==> config.mk <==
export PLATFORM = sky130hd
export DESIGN_NAME = seq_divider
export DESIGN_NICKNAME = d
export VERILOG_FILES = /design/src/rtl/div_pkg.sv /design/src/rtl/div_controller.sv /design/src/rtl/seq_divider.sv
export SDC_FILE = /design/constraint.sdc
export NUM_CORES = 1
export LEC_CHECK = 0
export CAP_MARGIN = 20
export CORE_ASPECT_RATIO = 1.75
export CORE_MARGIN = 2
export CORE_UTILIZATION = 59
export DETAILED_ROUTE_END_ITERATION = 12
export GPL_ROUTABILITY_DRIVEN = 1
export PLACE_DENSITY = 0.93
export SETUP_SLACK_MARGIN = 0.3
export SYNTH_ARGS = -nofsm -noshare
export SYNTH_HDL_FRONTEND = slang
export SYNTH_SLANG_ARGS = --single-unit
==> constraint.sdc <==
create_clock -name clk -period 4.55 [get_ports clk]
set_input_delay 0.91 -clock clk [delete_from_list [all_inputs] [get_ports clk]]
set_output_delay 0.91 -clock clk [all_outputs]
set_load 0.01 [all_outputs]
==> src/rtl/div_pkg.sv <==
// Shared definitions for the sequential restoring divider.
// Contents: default operand width and the 2-bit controller state encoding.
package div_pkg;

  localparam int unsigned DEFAULT_WIDTH = 32;

  // Controller state encoding, kept as plain 2-bit constants for legacy tools.
  typedef logic [1:0] state_t;
  localparam state_t IDLE = 2'd0;
  localparam state_t RUN  = 2'd1;
  localparam state_t DONE = 2'd2;

endpackage

==> src/rtl/div_controller.sv <==
// FSM decode for the sequential divider (combinational; the state register
// lives in seq_divider next to the datapath).
// Ports:
//   state      current controller state (IDLE/RUN/DONE)
//   go         start request, only honoured in IDLE
//   div_zero   divisor input is zero (meaningful in IDLE only)
//   is_ge      trial subtraction did not borrow this cycle
//   last_iter  iteration counter is at its final value
//   load       latch operands and initialise the iteration
//   shift_sub  perform one shift/trial-subtract step
//   write_q1   quotient bit shifted in this step is 1
//   finish     publish results and pulse done on this edge
//   next_state state for the next cycle
module div_controller (
  input  logic [1:0] state,
  input  logic       go,
  input  logic       div_zero,
  input  logic       is_ge,
  input  logic       last_iter,
  output logic       load,
  output logic       shift_sub,
  output logic       write_q1,
  output logic       finish,
  output logic [1:0] next_state
);
  import div_pkg::*;

  // Next-state and control decode.
  always_comb begin
    load       = 1'b0;
    shift_sub  = 1'b0;
    write_q1   = 1'b0;
    finish     = 1'b0;
    next_state = state;
    case (state)
      IDLE: begin
        if (go) begin
          load = 1'b1;
          // A zero divisor skips the loop and reports straight away.
          if (div_zero) begin
            finish     = 1'b1;
            next_state = DONE;
          end else begin
            next_state = RUN;
          end
        end
      end
      RUN: begin
        shift_sub = 1'b1;
        write_q1  = is_ge;
        if (last_iter) begin
          finish     = 1'b1;
          next_state = DONE;
        end
      end
      DONE:    next_state = IDLE;
      default: next_state = IDLE;
    endcase
  end

endmodule

==> src/rtl/seq_divider.sv <==
// Sequential unsigned restoring divider: one quotient bit per cycle.
// Ports:
//   clk         rising-edge clock
//   reset       synchronous active-high reset
//   go          start request, sampled in IDLE
//   dividend    unsigned dividend, captured when go is accepted
//   divisor     unsigned divisor, captured when go is accepted
//   busy        high from the cycle after acceptance through the DONE cycle
//   done        one-cycle pulse, results valid from this cycle on
//   div_by_zero set with done when the captured divisor was zero
//   quotient    result quotient (all ones on divide by zero)
//   remainder   result remainder (dividend on divide by zero)
module seq_divider #(
  parameter int unsigned WIDTH = div_pkg::DEFAULT_WIDTH
) (
  input  logic             clk,
  input  logic             reset,
  input  logic             go,
  input  logic [WIDTH-1:0] dividend,
  input  logic [WIDTH-1:0] divisor,
  output logic             busy,
  output logic             done,
  output logic             div_by_zero,
  output logic [WIDTH-1:0] quotient,
  output logic [WIDTH-1:0] remainder
);
  import div_pkg::*;

  localparam int unsigned CNT_W = $clog2(WIDTH + 1);

  logic [1:0]       state;
  logic [1:0]       next_state;
  logic [WIDTH-1:0] q_reg;
  logic [WIDTH-1:0] d_reg;
  logic [WIDTH-1:0] r_reg;
  logic [CNT_W-1:0] count;

  logic [WIDTH:0]   shifted;
  logic [WIDTH:0]   diff;
  logic [WIDTH-1:0] r_next;
  logic [WIDTH-1:0] q_next;
  logic             is_ge;
  logic             last_iter;
  logic             div_zero;
  logic             load;
  logic             shift_sub;
  logic             write_q1;
  logic             finish;

  assign div_zero  = (divisor == '0);
  assign last_iter = (count == CNT_W'(1));

  // Shift/trial-subtract step. shifted/diff carry one extra MSB so a divisor
  // above 2^(WIDTH-1) cannot overflow; the kept remainder is always below the
  // divisor, so only WIDTH bits of it need storing.
  assign shifted = {1'b0, r_reg, q_reg[WIDTH-1]};
  assign diff    = shifted - {1'b0, d_reg};
  assign is_ge   = ~diff[WIDTH];
  assign r_next  = write_q1 ? diff[WIDTH-1:0] : shifted[WIDTH-1:0];
  assign q_next  = {q_reg[WIDTH-2:0], write_q1};

  div_controller u_ctrl (
    .state      (state),
    .go         (go),
    .div_zero   (div_zero),
    .is_ge      (is_ge),
    .last_iter  (last_iter),
    .load       (load),
    .shift_sub  (shift_sub),
    .write_q1   (write_q1),
    .finish     (finish),
    .next_state (next_state)
  );

  // State register.
  always_ff @(posedge clk) begin
    if (reset) state <= IDLE;
    else       state <= next_state;
  end

  // Datapath registers and registered outputs.
  always_ff @(posedge clk) begin
    if (reset) begin
      q_reg       <= '0;
      d_reg       <= '0;
      r_reg       <= '0;
      count       <= '0;
      busy        <= 1'b0;
      done        <= 1'b0;
      div_by_zero <= 1'b0;
      quotient    <= '0;
      remainder   <= '0;
    end else begin
      busy <= (next_state != IDLE);
      done <= finish;
      if (load) begin
        q_reg       <= dividend;
        d_reg       <= divisor;
        r_reg       <= '0;
        count       <= CNT_W'(WIDTH);
        div_by_zero <= div_zero;
      end else if (shift_sub) begin
        q_reg <= q_next;
        r_reg <= r_next;
        count <= count - CNT_W'(1);
      end
      // Results are written on the edge entering DONE so they are visible
      // together with the done pulse.
      if (finish) begin
        if (load) begin
          quotient  <= '1;
          remainder <= dividend;
        end else begin
          quotient  <= q_next;
          remainder <= r_next;
        end
      end
    end
  end

endmodule

== Word level (Yosys, flattened, before mapping) ==
Index checks and enable logic that the tools add are counted.

* Logic and storage cells: 40
* Output and inout port bits: 67
* Input port bits: 67
* Register bits after elaboration: 171

* Reductions and logical operators: 5
* Multiplexer cells: 19
* Bitwise gates (word level): 1
* Add/sub/neg operators: 2
* Eq/ne operators: 2

{| class="wikitable"
|+ Operator list
! cell !! count
|-
| $mux W32 || 5
|-
| $sub A33 B32 Y33 || 1
|-
| $logic_not A32 Y1 || 1
|-
| $mux W6 || 2
|-
| $mux W1 || 7
|-
| $eq A6 B1 Y1 const B || 1
|-
| $mux W2 || 3
|-
| $sub A6 B1 Y6 const B || 1
|-
| $pmux W2 S2 || 1
|-
| $reduce_bool A2 Y1 || 2
|-
| $eq A2 B1 Y1 const B || 1
|-
| $logic_not A2 Y1 || 1
|-
| $pmux W1 S2 || 1
|-
| $reduce_or A2 Y1 || 1
|-
| $not A1 Y1 || 1
|}

== Longest topological paths before layout ==
Gate-level depths: netlist (run 1).

* Depth in word-level cells: 5
* Gate-level depth with buffers: 15
* Mapped depth without buffers: 13

== By module ==
Synthesis (run 1) repeated with hierarchy kept, for this count alone.

* Cells, all modules: 1025
* Area, all modules: 8787.2 um^2

{| class="wikitable"
|+ Modules (own cells, without submodules)
! module !! cells an instance !! seq. area each (um^2) !! area each (um^2) !! times used
|-
| seq_divider || 1015 || 3423.3 || 8728.4 || 1
|-
| div_controller || 10 || 0.0 || 58.8 || 1
|}

== Least setup slack after synthesis (run 1) ==
No wires, ideal clock.

* Kind: register -> register
* Start point: register q_reg[31]
* End point: register remainder[14]
* Library setup time: 128 ps
* Period minus slack after synthesis: 2960 ps
* Cell stages (with the launch flop): 15
* Arrival time: 2833 ps
* Setup slack: 1590 ps
* Buffers on the path: 1
* Cells stage by stage: dfxtp_1 inv_1 ha_1 fa_1 nand2b_1 a21o_1 a2111o_1 nand3b_4 a211oi_4 mux2i_4 buf_4 mux2i_1 a21oi_1 a21oi_1 nor2_1

* Word-level cells in the longest chain between the ends: 5

{| class="wikitable"
|+ RTL lines
! element !! RTL line !! RTL
|-
| from (decl) || seq_divider.sv:33 || <nowiki>logic [WIDTH-1:0] q_reg;</nowiki>
|-
| from (signal assigned) || seq_divider.sv:97 || <nowiki>q_reg <= dividend;</nowiki>
|-
| from (signal assigned) || seq_divider.sv:103 || <nowiki>q_reg <= q_next;</nowiki>
|-
| $sub A33 B32 Y33 * || seq_divider.sv:57 || <nowiki>assign diff = shifted - {1'b0, d_reg};</nowiki>
|-
| $not A1 Y1 || seq_divider.sv:58 || <nowiki>assign is_ge = ~diff[WIDTH];</nowiki>
|-
| $mux W1 || div_controller.sv:35 || <nowiki>case (state)</nowiki>
|-
| $mux W32 * || seq_divider.sv:59 || <nowiki>assign r_next = write_q1 ? diff[WIDTH-1:0] : shifted[WIDTH-1:0];</nowiki>
|-
| $mux W32 * || seq_divider.sv:110 || <nowiki>if (load) begin</nowiki>
|-
| to (signal assigned) || seq_divider.sv:112 || <nowiki>remainder <= dividend;</nowiki>
|-
| to (signal assigned) || seq_divider.sv:115 || <nowiki>remainder <= r_next;</nowiki>
|-
| to (decl) || seq_divider.sv:25 || <nowiki>output logic [WIDTH-1:0] remainder</nowiki>
|}

Every way passes the cells marked *; elsewhere a longest branch is shown, timed or not.
A chain may end at the register's enable or synchronous reset.

== Worst setup path in the final report (run 1) ==
* Start point: register q_reg[31]
* End point: register remainder[3]

Same word-level chain as after synthesis.

==> impl_metrics.py, run 1 <==
metrics = {
    "run_status": {
        "outcome": "complete, no violations",
    },
    "critical_path": {
        "path_cells": "inv_1 -> ha_1 -> fa_1 -> nand2b_1 -> a21o_1 -> a2111o_1 -> nand3b_4 -> a211oi_4 -> mux2i_4 -> buf_12 -> inv_1 -> a211oi_1 -> a21oi_1 -> a221oi_1",
        "crit_path_end_kind": "flip-flop",
        "cp_slowest_cell": "mux2i_4",
        "path_max_fanout": 30,
        "rr_endpoint": "remainder[3]$_SDFFE_PP0P_",
        "crit_top_cell": "inv_1",
        "cp-start-kind": "flip-flop",
        "r2r.worst_path.cells": 14,
        "slowest_delay_ns": 0.56,
        "critical-path-top-delay-family": "compound AO/OA/AOI/OAI gates",
        "startpoint": "q_reg[31]$_SDFFE_PP0P_",
        "cp.depth": 14,
        "crit_buf_inv": 3,
        "endpoint": "remainder[3]$_SDFFE_PP0P_",
        "cp.arrival_ns": 4.12,
        "critPathKind": "flip-flop to flip-flop",
        "critPathRequiredTime_ns": 4.89,
        "r2r_slack_ns": 0.77,
        "reg2reg_from": "q_reg[31]$_SDFFE_PP0P_",
    },
    "pwr": {
        "power_mw": 4.21,
        "vdd_ir_drop_max_uv": 275,
        "pwr_density_cell_mw_per_mm2": 392,
        "leakage_nw": 4.00,
    },
    "finish": {
        "areaGrowthSynthToFinish_pct": 22.6,
        "design_area_mm2": 0.0107,
        "fin_nets": 1325,
        "fillCellCount": 1038,
        "fin_cells": 1416,
        "antenna_cells": 0,
        "layout-drive-gt1-share_pct": 5.34,
    },
    "detailed_routing": {
        "drt_iter0_drc": 953,
        "vias_per_cell": 6.31,
        "postRouteAntennaNets": 0,
        "route.detailed.drc": 0,
        "wire_per_inst_um": 18.1,
        "wl_um": 25600,
        "drtPass1Iterations": 5,
        "vias": 8938,
    },
    "sta": {
        "tns_ns": 0,
        "fin_crit_sh_pct": 83.1,
        "finalSetupViolations": 0,
        "fin_crit_ns": 3.78,
        "rsz0062_at_grt": "false",
        "timing.hold.ws_ns": 0.454,
        "slew_headroom_pct": 38.6,
        "max_freq_ghz": 0.264,
        "fin_skew_ns": 0.0110,
        "worst_pin_slew_ns": 0.918,
        "hold_viol_final": 0,
        "finalMaxSlewViolations": 0,
    },
    "flow_run": {
        "max_cap_violations": 0,
    },
    "synth": {
        "synth_area_leaders": "dfxtp_1, nand2_1, nor2_1, a21oi_1, ha_1",
        "ys_seq_area_share_pct": 39.1,
        "synth_commonest_cells": "nand2_1, dfxtp_1, nor2_1",
        "synth_ff_type": "dfxtp_1",
        "syn_area_mm2": 0.00876,
        "synth-seq-cells": 171,
        "syn-instance-count": 1144,
        "synth-async-reset-ratio_pct": 0,
        "yosysWarningCount": 0,
        "avgSynthCellArea_um2": 7.66,
        "synth-edff-count": 0,
        "synth_most_common_cell": "nand2_1",
        "yosysTopAreaCell": "dfxtp_1",
        "synth_top_cell_area_share_pct": 39.1,
        "synth_fp_nets": 1246,
        "ys_types": 62,
    },
    "worst_hold_path": {
        "hp-class": "flip-flop to flip-flop",
    },
    "floorplan": {
        "core_area_mm2": 0.0144,
        "initial_core_util_pct": 60.6,
        "dieHeight_um": 165,
        "row_count": 58,
        "die_w_um": 96.1,
        "dieArea_mm2": 0.0159,
        "pin_count": 134,
    },
    "clocking": {
        "numCtsBuffers": 17,
        "clock-root-buffer": "clkbuf_16",
        "ctsHoldBuffers": 0,
        "post_cts_buffers": 0,
        "cts_tree": "yes",
        "clk_path_buf_depth": 2,
        "clk_pin_slew_worst_paths_ns": 0.07,
        "insertion_delay_ns": 0.44,
        "htree_levels": 4,
        "cts.sinks": 171,
        "post_cts_resized": 0,
    },
    "place": {
        "gp_congestion": 0.958,
        "hpwl_um": 17200,
        "port_buffers": 133,
        "placed_cell_area_mm2": 0.0101,
        "place_inst": 1382,
    },
    "grt": {
        "grt_pass1_wl_um": 39800,
        "grt-ovfl-total": 0,
        "grt_max_degree": 109,
        "groute.usage.overall_pct": 32.1,
        "grt_pass1_vias": 8145,
        "grt_antenna_before_repair": 0,
    },
}
[power breakdown]
part | leakage [nW] | switching [mW] | internal (mW) | total, mW
registers | 1.39 | 0.0677 | 1.58 | 1.65
clock network | 0.292 | 0.695 | 0.785 | 1.48
logic | 2.31 | 0.641 | 0.440 | 1.08
[layout make-up]
cell class | count | area, um^2 | share of cell area (%)
Clock inverter | 15 | 173 | 1.61
Inverter | 42 | 158 | 1.47
Tap cell | 180 | 225 | 2.10
Sequential cell | 171 | 3420 | 31.9
Clock buffer | 17 | 425 | 3.96
Multi-Input combinational cell | 848 | 4860 | 45.3
Timing Repair Buffer | 143 | 1470 | 13.7
[worst min path at each step]
| stage | from | end | slack (ns) | cells after the start |
|---|---|---|---|---|
| 6_report | d_reg[16]$_SDFFE_PP0P_ | d_reg[16]$_SDFFE_PP0P_ | 0.45 | 2 |
| 5_1_grt | d_reg[25]$_SDFFE_PP0P_ | d_reg[25]$_SDFFE_PP0P_ | 0.47 | 2 |
| 4_1_cts | d_reg[20]$_SDFFE_PP0P_ | d_reg[20]$_SDFFE_PP0P_ | 0.46 | 2 |
| 3_5_place_dp | d_reg[27]$_SDFFE_PP0P_ | d_reg[27]$_SDFFE_PP0P_ | 0.45 | 2 |
| 3_3_place_gp | d_reg[26]$_SDFFE_PP0P_ | d_reg[26]$_SDFFE_PP0P_ | 0.44 | 2 |
| 2_1_floorplan | d_reg[10]$_SDFFE_PP0P_ | d_reg[10]$_SDFFE_PP0P_ | 0.44 | 2 |
[metal layers]
metal  wire length [um]  global-route usage [%]  part of all wire, %  vias to the layer above
met2              12900                    55.3                   50                      519
met4               1380                    17.4                  5.4                        0
met3               1990                    4.99                  7.8                      111
met5                  0                       0                    0                        -
li1                   -                       -                    -                     4156
met1               9360                    37.4                   37                     4152
[cells in the final DEF (no fill, tap or decap), types with 6 or more instances in the layout]
master	count
buf_4	6
nand2_1	188
o211ai_1	6
dfxtp_1	171
ha_1	34
a311oi_1	34
a21o_1	14
or3_1	6
nor3_1	76
mux2i_1	16
a211oi_1	18
inv_1	42
nand3_1	9
a21oi_1	110
clkdlybuf4s50_1	132
nor4_1	11
clkbuf_16	17
o21ai_0	47
nand4_1	11
xor2_1	11
nor2_1	145
nor2b_1	7
xnor2_1	23
a31oi_1	7
or2_2	6
[per-stage QoR]
| stage | utilization (%) | worst slack (ns) |
|---|---|---|
| CTS | 74.1 | 0.827 |
| global placement | 69.9 | 0.831 |
| global route | 74.4 | 0.579 |
| detailed placement | 69.9 | 0.709 |
| floorplan | - | 1.59 |
| finish | 74.4 | 0.767 |
[worst register-to-register path: cells and delay by family (launching register included)]
kind | cells | cell delay (ns)
AOI/OAI and AO/OA | 6 | 1.30
muxes | 1 | 0.56
buffers and inverters | 3 | 0.53
adders and majority gates | 2 | 0.64
DFF | 1 | 0.38
and+or+nand+nor | 2 | 0.30
[kinds of logic (layout without fill, tap and decap cells)]
logic type               count (synthesis)  after routing  share of synthesized area [%]
adder cells (fa/ha/maj)                 35             35                           5.09
flip-flops                             171            171                           39.1
multiplexers                            21             21                           2.60
AND/OR/NAND/NOR                        480            480                           23.8
XOR/XNOR                                34             34                           3.40
AO/OA/AOI/OAI                          278            278                           20.3
buffers and inverters                  125            217                           5.76
No activity file was read; power rests on OpenSTA's default activity.
==> inputs of run 2 (changes only) <==
--- a/config.mk
+++ b/config.mk
@@ -8,10 +8,10 @@
 export CAP_MARGIN = 20
 export CORE_ASPECT_RATIO = 1.75
 export CORE_MARGIN = 2
-export CORE_UTILIZATION = 59
+export CORE_UTILIZATION = 55
 export DETAILED_ROUTE_END_ITERATION = 12
 export GPL_ROUTABILITY_DRIVEN = 1
-export PLACE_DENSITY = 0.93
+export PLACE_DENSITY = 0.88
 export SETUP_SLACK_MARGIN = 0.3
 export SYNTH_ARGS = -nofsm -noshare
 export SYNTH_HDL_FRONTEND = slang
==> constraint.sdc (replaced) <==
create_clock -name clk -period 3.6 [get_ports clk]
set_input_delay 0.72 -clock clk [delete_from_list [all_inputs] [get_ports clk]]
set_output_delay 0.72 -clock clk [all_outputs]
set_load 0.01 [all_outputs]
==> run 2 against run 1 <==
Compared with the run above: sequential cell count is the same; clock-buffer cell count grew 2; global-route usage grew 1.0 points; clock skew shrank 0.0042 ns.
==> impl_metrics.py, run 2 (same netlist as run 1, synthesis figures left out) <==
metrics = {
    "detailed_routing": {
        "route.detailed.drc": 0,
        "drtPass1Iterations": 6,
        "wl_um": 29900,
        "postRouteAntennaNets": 0,
        "drt_iter0_drc": 1037,
        "vias": 9318,
        "wire_per_inst_um": 20.6,
        "vias_per_cell": 6.42,
    },
    "place": {
        "port_buffers": 133,
        "hpwl_um": 19900,
        "gp_congestion": 0.995,
    },
    "pwr": {
        "pwr_density_cell_mw_per_mm2": 491,
        "leakage_nw": 4.19,
        "vdd_ir_drop_max_uv": 279,
    },
    "floorplan": {
        "dieArea_mm2": 0.0170,
        "die_w_um": 99.4,
        "row_count": 61,
        "dieHeight_um": 171,
        "pin_count": 134,
        "core_area_mm2": 0.0157,
        "initial_core_util_pct": 55.7,
    },
    "critical_path": {
        "critPathRequiredTime_ns": 3.94,
        "slowest_delay_ns": 0.52,
        "path_cells": "ha_1 -> o211ai_1 -> a21o_1 -> a2111o_1 -> nand3b_4 -> a211oi_4 -> mux2i_4 -> buf_6 -> clkbuf_16 -> buf_4 -> nor2_1 -> a21oi_1 -> nand2_1 -> a311oi_1",
        "cp.arrival_ns": 3.72,
        "cp_slowest_cell": "dfxtp_1",
        "r2r.worst_path.cells": 14,
        "crit_path_end_kind": "flip-flop",
        "critical-path-top-delay-family": "compound AO/OA/AOI/OAI gates",
        "critPathKind": "flip-flop to flip-flop",
        "path_max_fanout": 6,
        "rr_endpoint": "remainder[7]$_SDFFE_PP0P_",
        "r2r_slack_ns": 0.23,
        "reg2reg_from": "r_reg[2]$_SDFFE_PP0P_",
        "startpoint": "r_reg[2]$_SDFFE_PP0P_",
        "crit_buf_inv": 3,
        "cp-start-kind": "flip-flop",
    },
    "grt": {
        "grt-ovfl-total": 0,
        "grt_antenna_before_repair": 0,
        "grt_max_degree": 90,
        "grt_pass1_vias": 8683,
        "grt_pass1_wl_um": 44100,
        "groute.usage.overall_pct": 33.1,
    },
    "finish": {
        "areaGrowthSynthToFinish_pct": 27.9,
        "fillCellCount": 1121,
        "layout_common_cells": "nand2_1, dfxtp_1, nor2_1, clkdlybuf4s50_1, a21oi_1",
        "final_common_cell": "nand2_1",
        "fin_nets": 1353,
        "antenna_cells": 0,
        "layout-drive-gt1-share_pct": 10.3,
        "utilization_pct": 71.3,
    },
    "sta": {
        "hold_viol_final": 0,
        "finalMaxSlewViolations": 0,
        "slew_headroom_pct": 36.3,
        "fin_skew_ns": 0.00672,
        "tns_ns": 0,
        "finalSetupViolations": 0,
        "fin_crit_ns": 3.37,
        "worst_pin_slew_ns": 0.955,
        "max_freq_ghz": 0.296,
        "fin_crit_sh_pct": 93.7,
        "rsz0062_at_grt": "true",
    },
    "worst_hold_path": {
        "hold_path_startpoint": "d_reg[12]$_SDFFE_PP0P_",
        "hp-class": "flip-flop to flip-flop",
        "hold_depth": 2,
        "hold_path_end": "d_reg[12]$_SDFFE_PP0P_",
    },
    "clocking": {
        "htree_levels": 4,
        "insertion_delay_ns": 0.43,
        "numCtsBuffers": 17,
        "clk_path_buf_depth": 2,
        "cts_tree": "yes",
        "ctsHoldBuffers": 0,
        "cts.sinks": 171,
        "clk_pin_slew_worst_paths_ns": 0.07,
        "clock-root-buffer": "clkbuf_16",
    },
    "flow_run": {
        "max_cap_violations": 0,
    },
    "run_status": {
        "outcome": "complete, no violations",
    },
}
run 2: cell types whose count changed in the layout (fill, tap and decap cells not counted), sizes merged:
| cell | delta |
|---|---|
| clkbuf | +5 |
| buf | +25 |
| bufinv | +1 |
| clkinvlp | +2 |
| inv | -6 |
run 2: worst max path at each step:
| stage | to | slack, ns | cells after the start |
|---|---|---|---|
| 6_report | remainder[7]$_SDFFE_PP0P_ | 0.23 | 14 |
| 5_1_grt | remainder[7]$_SDFFE_PP0P_ | 0.05 | 14 |
| 3_5_place_dp | remainder[29]$_SDFFE_PP0P_ | 0.23 | 14 |
| 3_3_place_gp | remainder[29]$_SDFFE_PP0P_ | 0.29 | 14 |
| 2_1_floorplan | remainder[14]$_SDFFE_PP0P_ | 0.64 | 14 |
| 4_1_cts | remainder[29]$_SDFFE_PP0P_ | 0.30 | 14 |
run 2: final cells by class:
type / count / area (um^2) / area share (%)
clock inverters: 12 / 140 / 1.25
repair buffers: 171 / 1740 / 15.5
well taps: 189 / 236 / 2.11
flip-flops and latches: 171 / 3430 / 30.6
multi-input cells: 848 / 5050 / 45.1
clock buffers: 19 / 453 / 4.04
inverters: 42 / 158 / 1.41
run 2: worst register-to-register path, cell delays in order (launching register included):
cell and delay [ns]:
dfxtp_1 0.52, ha_1 0.35, o211ai_1 0.20, a21o_1 0.19, a2111o_1 0.22, nand3b_4 0.10, a211oi_4 0.30, mux2i_4 0.30
buf_6 0.15, clkbuf_16 0.14, buf_4 0.13, nor2_1 0.07, a21oi_1 0.25, nand2_1 0.11, a311oi_1 0.26
run 2: routing by layer:
layer / part of all wire (%) / wire (um) / track usage [%] / up-vias
met1: 33 / 9800 / 35.6 / 4268
li1: - / - / - / 4201
met4: 10 / 3000 / 25.0 / 0
met3: 8.9 / 2660 / 5.35 / 212
met5: 0 / 0 / 0 / -
met2: 48 / 14400 / 57.5 / 637
run 2: per-stage QoR:
step | cells | instance area [um^2] | setup slack [ns] | hold WS [ns] | power, mW
after floorplan | 1144 | 8760 | 0.640 | 0.436 | 3.06
after global placement | 1408 | 10300 | 0.285 | 0.442 | 3.44
after detailed placement | 1408 | 10300 | 0.233 | 0.447 | 3.48
after CTS | 1439 | 10900 | 0.299 | 0.455 | 5.30
after global routing | 1452 | 11200 | 0.0513 | 0.478 | 5.70
final | 1452 | 11200 | 0.226 | 0.455 | 5.51
run 2: what timing repair did:
action / CTS / global route
pin swaps: 0 / 17
resized for setup: 2 / 52
setup endpoints to repair: 2 / 39
cloned: 0 / 3
buffers inserted: 0 / 10
run 2: power by group:
group,internal (mW),total [mW],leakage [nW],switching [mW]
logic,0.647,1.56,2.51,0.917
clock network,1.06,1.85,0.282,0.789
registers,2.00,2.09,1.40,0.0935
total,3.71,5.51,4.19,1.80
==> inputs of run 3 (changes only) <==
--- a/config.mk
+++ b/config.mk
@@ -11,7 +11,7 @@
 export CORE_UTILIZATION = 55
 export DETAILED_ROUTE_END_ITERATION = 12
 export GPL_ROUTABILITY_DRIVEN = 1
-export PLACE_DENSITY = 0.88
+export PLACE_DENSITY_LB_ADDON = 0.05
 export SETUP_SLACK_MARGIN = 0.3
 export SYNTH_ARGS = -nofsm -noshare
 export SYNTH_HDL_FRONTEND = slang
==> run 3 against run 2 <==
Compared with the run above: sequential power about the same; sequential share of layout area fell by 0.27 points; first-iteration DRC count shrank 34%; utilization increased by 0.55 points; via count shrank 6.0%.
==> impl_metrics.py, run 3 (same netlist as run 1, synthesis figures left out) <==
metrics = {
    "run_status": {
        "outcome": "complete, no violations",
    },
    "sta": {
        "fin_crit_sh_pct": 93.4,
        "max_freq_ghz": 0.297,
        "worst_pin_slew_ns": 0.748,
        "timing.hold.ws_ns": 0.453,
        "finalSetupViolations": 0,
        "fin_skew_ns": 0.00712,
        "tns_ns": 0,
        "rsz0062_at_grt": "true",
        "slew_headroom_pct": 49.6,
        "hold_viol_final": 0,
        "finalMaxSlewViolations": 0,
        "fin_crit_ns": 3.36,
    },
    "detailed_routing": {
        "vias": 8759,
        "drtPass1Iterations": 5,
        "route.detailed.drc": 0,
        "wl_um": 27300,
        "postRouteAntennaNets": 0,
        "wire_per_inst_um": 18.7,
        "drt_iter0_drc": 682,
        "vias_per_cell": 6.02,
    },
    "place": {
        "hpwl_um": 19500,
        "gp_congestion": 0.890,
        "port_buffers": 133,
    },
    "critical_path": {
        "r2r_slack_ns": 0.24,
        "slowest_delay_ns": 0.51,
        "cp-start-kind": "flip-flop",
        "cp.arrival_ns": 3.66,
        "rr_endpoint": "remainder[16]$_SDFFE_PP0P_",
        "r2r.worst_path.cells": 15,
        "critical-path-top-delay-family": "compound AO/OA/AOI/OAI gates",
        "cp_slowest_cell": "a2111o_1",
        "critPathKind": "flip-flop to flip-flop",
        "reg2reg_from": "q_reg[31]$_SDFFE_PP0P_",
        "crit_path_end_kind": "flip-flop",
        "critPathRequiredTime_ns": 3.90,
        "path_max_fanout": 8,
        "crit_buf_inv": 3,
        "path_cells": "inv_2 -> ha_4 -> fa_2 -> nand2b_4 -> a21o_1 -> a2111o_1 -> nand3b_4 -> a211oi_4 -> mux2i_4 -> buf_6 -> clkbuf_16 -> and2_4 -> or3_1 -> o211ai_1 -> a21oi_1",
    },
    "finish": {
        "utilization_pct": 71.8,
        "areaGrowthSynthToFinish_pct": 28.9,
        "fin_nets": 1354,
        "layout-drive-gt1-share_pct": 10.5,
        "layout_common_cells": "nand2_1, dfxtp_1, nor2_1, clkdlybuf4s50_1, a21oi_1",
        "fillCellCount": 1311,
        "final-seq-area_mm2": 0.00342,
        "antenna_cells": 0,
        "multi_input_area_mm2": 0.00511,
        "final_common_cell": "nand2_1",
    },
    "worst_hold_path": {
        "hold_path_end": "d_reg[18]$_SDFFE_PP0P_",
        "hold_path_startpoint": "d_reg[18]$_SDFFE_PP0P_",
        "hp-class": "flip-flop to flip-flop",
        "hold_depth": 2,
    },
    "floorplan": {
        "dieHeight_um": 171,
        "dieArea_mm2": 0.0170,
        "die_w_um": 99.4,
        "initial_core_util_pct": 55.7,
        "row_count": 61,
        "core_area_mm2": 0.0157,
        "pin_count": 134,
    },
    "clocking": {
        "cts_tree": "yes",
        "numCtsBuffers": 17,
        "cts.sinks": 171,
        "htree_levels": 4,
        "ctsHoldBuffers": 0,
        "insertion_delay_ns": 0.43,
        "clk_path_buf_depth": 2,
        "clk_pin_slew_worst_paths_ns": 0.07,
        "clock-root-buffer": "clkbuf_16",
    },
    "grt": {
        "grt_antenna_before_repair": 0,
        "groute.usage.overall_pct": 31.3,
        "grt_pass1_wl_um": 42000,
        "grt_pass1_vias": 8147,
        "grt_max_degree": 69,
        "grt-ovfl-total": 0,
    },
    "pwr": {
        "pwr_density_cell_mw_per_mm2": 494,
        "vdd_ir_drop_max_uv": 309,
        "leakage_nw": 4.21,
    },
    "flow_run": {
        "max_cap_violations": 0,
    },
}
run 3: worst max path at each step:
stage                                 endpoint  cells after the start                   start
floorplan           remainder[14]$_SDFFE_PP0P_                     14  q_reg[31]$_SDFFE_PP0P_
global placement    remainder[14]$_SDFFE_PP0P_                     14  q_reg[31]$_SDFFE_PP0P_
detailed placement  remainder[30]$_SDFFE_PP0P_                     13  q_reg[31]$_SDFFE_PP0P_
CTS                  remainder[5]$_SDFFE_PP0P_                     14  q_reg[31]$_SDFFE_PP0P_
global route         remainder[5]$_SDFFE_PP0P_                     15  q_reg[31]$_SDFFE_PP0P_
finish              remainder[16]$_SDFFE_PP0P_                     15  q_reg[31]$_SDFFE_PP0P_
run 3: final cells by class:
type	count	area share, %
clock buffers	20	4.04
clock inverters	12	1.43
multi-input cells	848	45.3
well taps	189	2.09
flip-flops and latches	171	30.3
inverters	42	1.40
repair buffers	172	15.4
run 3: repair_timing:
item,4_1_cts,5_1_grt
hold endpoints to repair,0,0
setup endpoints to repair,7,36
cloned,0,2
gates resized for setup,5,58
pin swaps,0,16
buffers inserted,0,8
run 3: per-layer routing:
layer | share of wire [%] | track usage, %
met1 | 38 | 36.7
met2 | 51 | 54.4
met3 | 6.2 | 4.78
met4 | 5.5 | 16.5
met5 | 0 | 0
run 3: worst min-delay path: stages, from the launching register on:
cell and delay [ns]:
dfxtp_1 0.31, nand2_1 0.05, a21oi_1 0.05
run 3: report_power, final:
group / internal [mW] / switching, mW
Sequential: 2.00 / 0.0872
Combinational: 0.661 / 0.885
Clock: 1.14 / 0.808
run 3: stage by stage:
step | power [mW] | cells | setup slack (ns) | instance area (um^2)
floorplan | 3.06 | 1144 | 0.640 | 8760
CTS | 5.41 | 1444 | 0.276 | 10900
global route | 5.80 | 1454 | 0.159 | 11300
detailed placement | 3.48 | 1412 | 0.291 | 10300
finish | 5.58 | 1454 | 0.237 | 11300
global placement | 3.47 | 1412 | 0.351 | 10300
